==> config.mk <==
export PLATFORM = sky130hd
export DESIGN_NAME = dmem_bridge
export DESIGN_NICKNAME = d
export VERILOG_FILES = /design/src/rtl/dmem_bridge.sv
export SDC_FILE = /design/constraint.sdc
export NUM_CORES = 1
export LEC_CHECK = 0
export CORE_MARGIN = 3
export CORE_UTILIZATION = 37
export DETAILED_ROUTE_END_ITERATION = 6
export GPL_ROUTABILITY_DRIVEN = 0
export HOLD_SLACK_MARGIN = 0.06
export PLACE_DENSITY = 0.85
export SYNTH_ARGS = -nofsm -noshare
export SYNTH_HDL_FRONTEND = slang
export SYNTH_SLANG_ARGS = --single-unit
==> constraint.sdc <==
create_clock -name clk -period 2.3 [get_ports clk]
set_clock_uncertainty 0.15 [all_clocks]
set_input_delay 0.46 -clock clk [delete_from_list [all_inputs] [get_ports clk]]
set_output_delay 0.46 -clock clk [all_outputs]
set_load 0.05 [all_outputs]
==> src/rtl/dmem_bridge.sv <==
// dmem_bridge: connects a core's data-memory port to a simple request/response bus.
// The core stalls while an access is outstanding. Misaligned addresses and bus
// timeouts finish through a one-cycle error state.
module dmem_bridge #(
  parameter int TIMEOUT_CYCLES = 255
) (
  input  logic        clk,
  input  logic        reset,
  input  logic        cpu_req,
  input  logic [31:0] cpu_addr,
  input  logic [31:0] cpu_wdata,
  input  logic        cpu_we,
  output logic [31:0] cpu_rdata,
  output logic        cpu_stall,
  output logic        cpu_err,
  output logic        err_sticky,
  output logic        bus_req,
  output logic [31:0] bus_addr,
  output logic [31:0] bus_wdata,
  output logic        bus_we,
  input  logic        bus_ready,
  input  logic        bus_resp_valid,
  input  logic [31:0] bus_rdata
);

  // The counter is at least 8 bits wide, and wide enough to hold TIMEOUT_CYCLES.
  localparam int CNT_W = ($clog2(TIMEOUT_CYCLES + 1) > 8) ? $clog2(TIMEOUT_CYCLES + 1) : 8;
  localparam logic [CNT_W:0] TIMEOUT_LIM = (CNT_W + 1)'(TIMEOUT_CYCLES);

  typedef enum logic [2:0] {IDLE, REQ, WAIT, DONE, ERR} state_t;

  state_t           state_reg;
  state_t           state_next;
  logic             bus_req_reg;
  logic [31:0]      bus_addr_reg;
  logic [31:0]      bus_wdata_reg;
  logic             bus_we_reg;
  logic [31:0]      rdata_reg;
  logic             err_sticky_reg;
  logic [CNT_W-1:0] cnt_reg;
  logic [CNT_W:0]   cnt_inc;
  logic             timeout_hit;

  // Timeout fires in the cycle whose count increment would reach the limit.
  // This bounds the time spent in REQ plus WAIT to TIMEOUT_CYCLES cycles.
  assign cnt_inc     = {1'b0, cnt_reg} + {{CNT_W{1'b0}}, 1'b1};
  assign timeout_hit = (cnt_inc >= TIMEOUT_LIM);

  assign bus_req    = bus_req_reg;
  assign bus_addr   = bus_addr_reg;
  assign bus_wdata  = bus_wdata_reg;
  assign bus_we     = bus_we_reg;
  assign cpu_rdata  = rdata_reg;
  assign err_sticky = err_sticky_reg;
  assign cpu_err    = (state_reg == ERR);

  // State register.
  always_ff @(posedge clk) begin
    if (reset) begin
      state_reg <= IDLE;
    end else begin
      state_reg <= state_next;
    end
  end

  // Next-state and stall decode.
  // In WAIT, a response that arrives in the same cycle as the timeout still completes the access.
  always_comb begin
    state_next = state_reg;
    cpu_stall  = 1'b0;
    case (state_reg)
      IDLE: begin
        cpu_stall = cpu_req;
        if (cpu_req) begin
          state_next = (cpu_addr[1:0] == 2'b00) ? REQ : ERR;
        end
      end
      REQ: begin
        cpu_stall = 1'b1;
        if (timeout_hit) begin
          state_next = ERR;
        end else if (bus_ready) begin
          state_next = WAIT;
        end
      end
      WAIT: begin
        cpu_stall = 1'b1;
        if (bus_resp_valid) begin
          state_next = DONE;
        end else if (timeout_hit) begin
          state_next = ERR;
        end
      end
      DONE:    state_next = IDLE;
      ERR:     state_next = IDLE;
      default: state_next = IDLE;
    endcase
  end

  // Bus request registers, timeout counter, load data and error latch.
  always_ff @(posedge clk) begin
    if (reset) begin
      bus_req_reg    <= 1'b0;
      bus_addr_reg   <= '0;
      bus_wdata_reg  <= '0;
      bus_we_reg     <= 1'b0;
      rdata_reg      <= '0;
      err_sticky_reg <= 1'b0;
      cnt_reg        <= '0;
    end else begin
      // bus_req is high exactly while the FSM sits in REQ.
      bus_req_reg <= (state_next == REQ);

      // Request fields are captured once and then held until the next access starts.
      if (state_reg == IDLE && state_next == REQ) begin
        bus_addr_reg  <= cpu_addr;
        bus_wdata_reg <= cpu_wdata;
        bus_we_reg    <= cpu_we;
      end

      if (state_reg != REQ && state_next == REQ) begin
        cnt_reg <= '0;
      end else if ((state_reg == REQ || state_reg == WAIT) && cnt_reg != '1) begin
        cnt_reg <= cnt_inc[CNT_W-1:0];
      end

      if (state_reg == WAIT && state_next == DONE && !bus_we_reg) begin
        rdata_reg <= bus_rdata;
      end

      // The error cycle presents zero load data and leaves the sticky flag set.
      if (state_next == ERR) begin
        rdata_reg      <= '0;
        err_sticky_reg <= 1'b1;
      end
    end
  end

endmodule

==> results.sh <==
export IMPL_drt_wl_total_mm=13.07
export IMPL_synth_adder_area_share_pct=0.5656
export IMPL_hold_viol=0
export IMPL_ant_nets=0
export IMPL_ys_seq_elements=110
export IMPL_die_y_um=115.4
export IMPL_hold_class="primary input to flip-flop"
export IMPL_synthCells=492
export IMPL_power_density_mw_per_mm2=622.4
export IMPL_dp_slack_ps=-312.6
export IMPL_first_global_vias=4064
export IMPL_relSlewSlack_pct=56.63
export IMPL_worstMarginPinSlew_ps=650.5
export IMPL_crit_path_max_incr_delay_ps=520
export IMPL_cts_buffer_depth=2
export IMPL_rows=39
export IMPL_fp_dieArea_mm2=0.01331
export IMPL_end_kind="flip-flop"
export IMPL_setup_viol=0
export IMPL_initial_utilization_pct=38.26
export IMPL_design_core_area_mm2=0.01156
export IMPL_htreeDepth=3
export IMPL_cp_data_arrival_time_ps=2340
export IMPL_final_cell_mix="clkdlybuf4s50_1 (197), nand2_1 (128), dfxtp_1 (105)"
export IMPL_final_area_mm2=0.007137
export IMPL_status="finished clean"
export IMPL_peakVddDrop_mv=0.4786
export IMPL_port_buffers=202
export IMPL_synth_xor_area_share_pct=1.188
export IMPL_gr_total_overflow=0
export IMPL_synth_cell_types=47
export IMPL_crit_family="buffers and inverters"
export IMPL_netlist_area_mm2=0.004424
export IMPL_critPathKind="primary input to flip-flop"
export IMPL_clk_transition_reported_paths_ps=70
export IMPL_slowest_stage="clkdlybuf4s50_1"
export IMPL_synth_mux_area_share_pct=7.749
export IMPL_async_flop_share_pct=0
export IMPL_synth_simple_area_share_pct=23.42
export IMPL_crit_fanout=16
export IMPL_clk_latency_ps=340
export IMPL_p_leak_uw=0.002450
export IMPL_cp_data_required_time_ps=2380
export IMPL_path_cells="clkdlybuf4s50_1 > nor4b_4 > a21oi_2 > a2111oi_4 > buf_4 > clkbuf_16 > mux2i_1 > nor2_2"
export IMPL_layout_drive_gt1_share_pct=14.02
export IMPL_setup_ws_ps=39.25
export IMPL_post_route_drc_count=0
export IMPL_drt_vias_per_instance=4.933
export IMPL_final_common_cell="clkdlybuf4s50_1"
export IMPL_vias=4188
export IMPL_path_buf_inv=3
export IMPL_rsz0062_at_grt="yes"
export IMPL_grt_max_degree=65
export IMPL_syn_area_per_cell_um2=8.992
export IMPL_grt_usage_pct=17.52
export IMPL_grt_pass1_wl_mm=18.83
export IMPL_diodes=0
export IMPL_cts_root_buf="clkbuf_16"
export IMPL_finalCritPeriodShare_pct=98.29
export IMPL_synth_ff_type="dfxtp_1"
export IMPL_final_setup_tns_ps=0
export IMPL_drt_iter0_drc=208
export IMPL_min_period_ps=2261
export IMPL_antenna_found_initial=0
export IMPL_die_x_um=115.4
export IMPL_max_clock_freq_mhz=442.3
export IMPL_pin_count=203
export IMPL_syn_num_nets=596
export IMPL_final_nets=805
export IMPL_numCtsBuffers=9
export IMPL_dpl_hpwl_mm=9.023
export IMPL_startpoint_type="primary input"
export IMPL_drt_first_pass_iters=4
export IMPL_avgRoutedWirePerCell_um=15.40
export IMPL_synth_compound_area_share_pct=12.42
export IMPL_dpl_cell_area_mm2=0.006653
export IMPL_cts_tree="yes"
export IMPL_seq_area_frac_synth_pct=49.77
export IMPL_maxCapViolCount=0
export IMPL_yosysWarnings=0
export IMPL_area_growth_pct=61.31
export IMPL_synth_top_family_by_area="simple AND/OR/NAND/NOR gates"
export IMPL_synth_edff_count=0
export IMPL_clock_sinks=110
export IMPL_drv_slew=0
final timing paths:
check | cells past startpoint | end | slack (ps) | startpoint
max reg2reg | 9 | cpu_rdata[10] | 80 | cnt_reg[0]
max | 8 | cpu_rdata[10] | 40 | cpu_req
min reg2reg | 2 | bus_addr[1] | 280 | bus_addr[1]
min | 2 | err_sticky | 240 | reset
final cells by class:
class	instances	area, um2
inverter	4	15.01
fill	944	4428
timing repair buffer	231	2361
multi-input combinational	345	2037
tap	143	178.9
clock buffer	12	256.5
sequential	110	2211
clock inverter	4	77.57
routing by layer:
metal  up-vias  wire length (um)  GRT usage (%)
li1       2059                 -              -
met1      1937              5404          20.45
met2       174              6248          29.17
met3        18              1163          6.737
met4         0               255          6.573
met5         -                 0              0
stage by stage:
stage | instances | power (uW) | utilization (%) | hold slack (ps)
6_report | 849 | 4442 | 61.71 | 241.2
5_1_grt | 849 | 4615 | 61.71 | 257.0
4_1_cts | 841 | 4464 | 60.48 | 228.4
3_5_place_dp | 825 | 2761 | 57.52 | 268.5
3_3_place_gp | 825 | 2745 | 57.52 | 268.3
2_1_floorplan | 492 | 2413 | - | 371.4
kinds of logic (layout without fill, tap and decap cells):
logic type | Yosys count | in the layout
compound gates | 90 | 90
xor+xnor | 6 | 6
fa+ha+maj | 2 | 2
buf+inv | 37 | 251
flops | 110 | 110
mux | 34 | 34
simple gates | 213 | 213
Yosys cell counts (2+ instances only):
| master | count | area, um2 |
|---|---|---|
| a211oi_1 | 5 | 37.54 |
| a21oi_1 | 72 | 360.4 |
| and3_1 | 2 | 12.51 |
| and4b_1 | 2 | 20.02 |
| buf_2 | 8 | 40.04 |
| buf_6 | 9 | 101.4 |
| clkbuf_1 | 16 | 60.06 |
| dfxtp_1 | 110 | 2202 |
| ha_1 | 2 | 25.02 |
| inv_1 | 4 | 15.01 |
| mux2i_1 | 32 | 320.3 |
| nand2_1 | 129 | 484.2 |
| nand2b_1 | 5 | 31.28 |
| nand3_1 | 4 | 20.02 |
| nand3b_1 | 4 | 30.03 |
| nand4_1 | 2 | 12.51 |
| nor2_1 | 15 | 56.30 |
| nor2_2 | 31 | 193.9 |
| nor3_1 | 6 | 30.03 |
| nor4b_4 | 2 | 47.55 |
| o31a_1 | 2 | 17.52 |
| xor2_1 | 5 | 43.79 |
repair_timing:
item	CTS	global route
hold buffers	0	0
pin swaps	1	1
setup buffers	0	4
cloned	0	4
gates resized for setup	4	11
setup endpoints to repair	2	37
where the power goes:
group,leakage (uW),internal [uW],total (uW),switching (uW)
Combinational,0.00139,353,750,397
Clock,0.000163,1020,1690,673
Sequential,0.000893,1960,2000,41.3
Total,0.00245,3330,4440,1110
(Power assumes the default switching activity.)
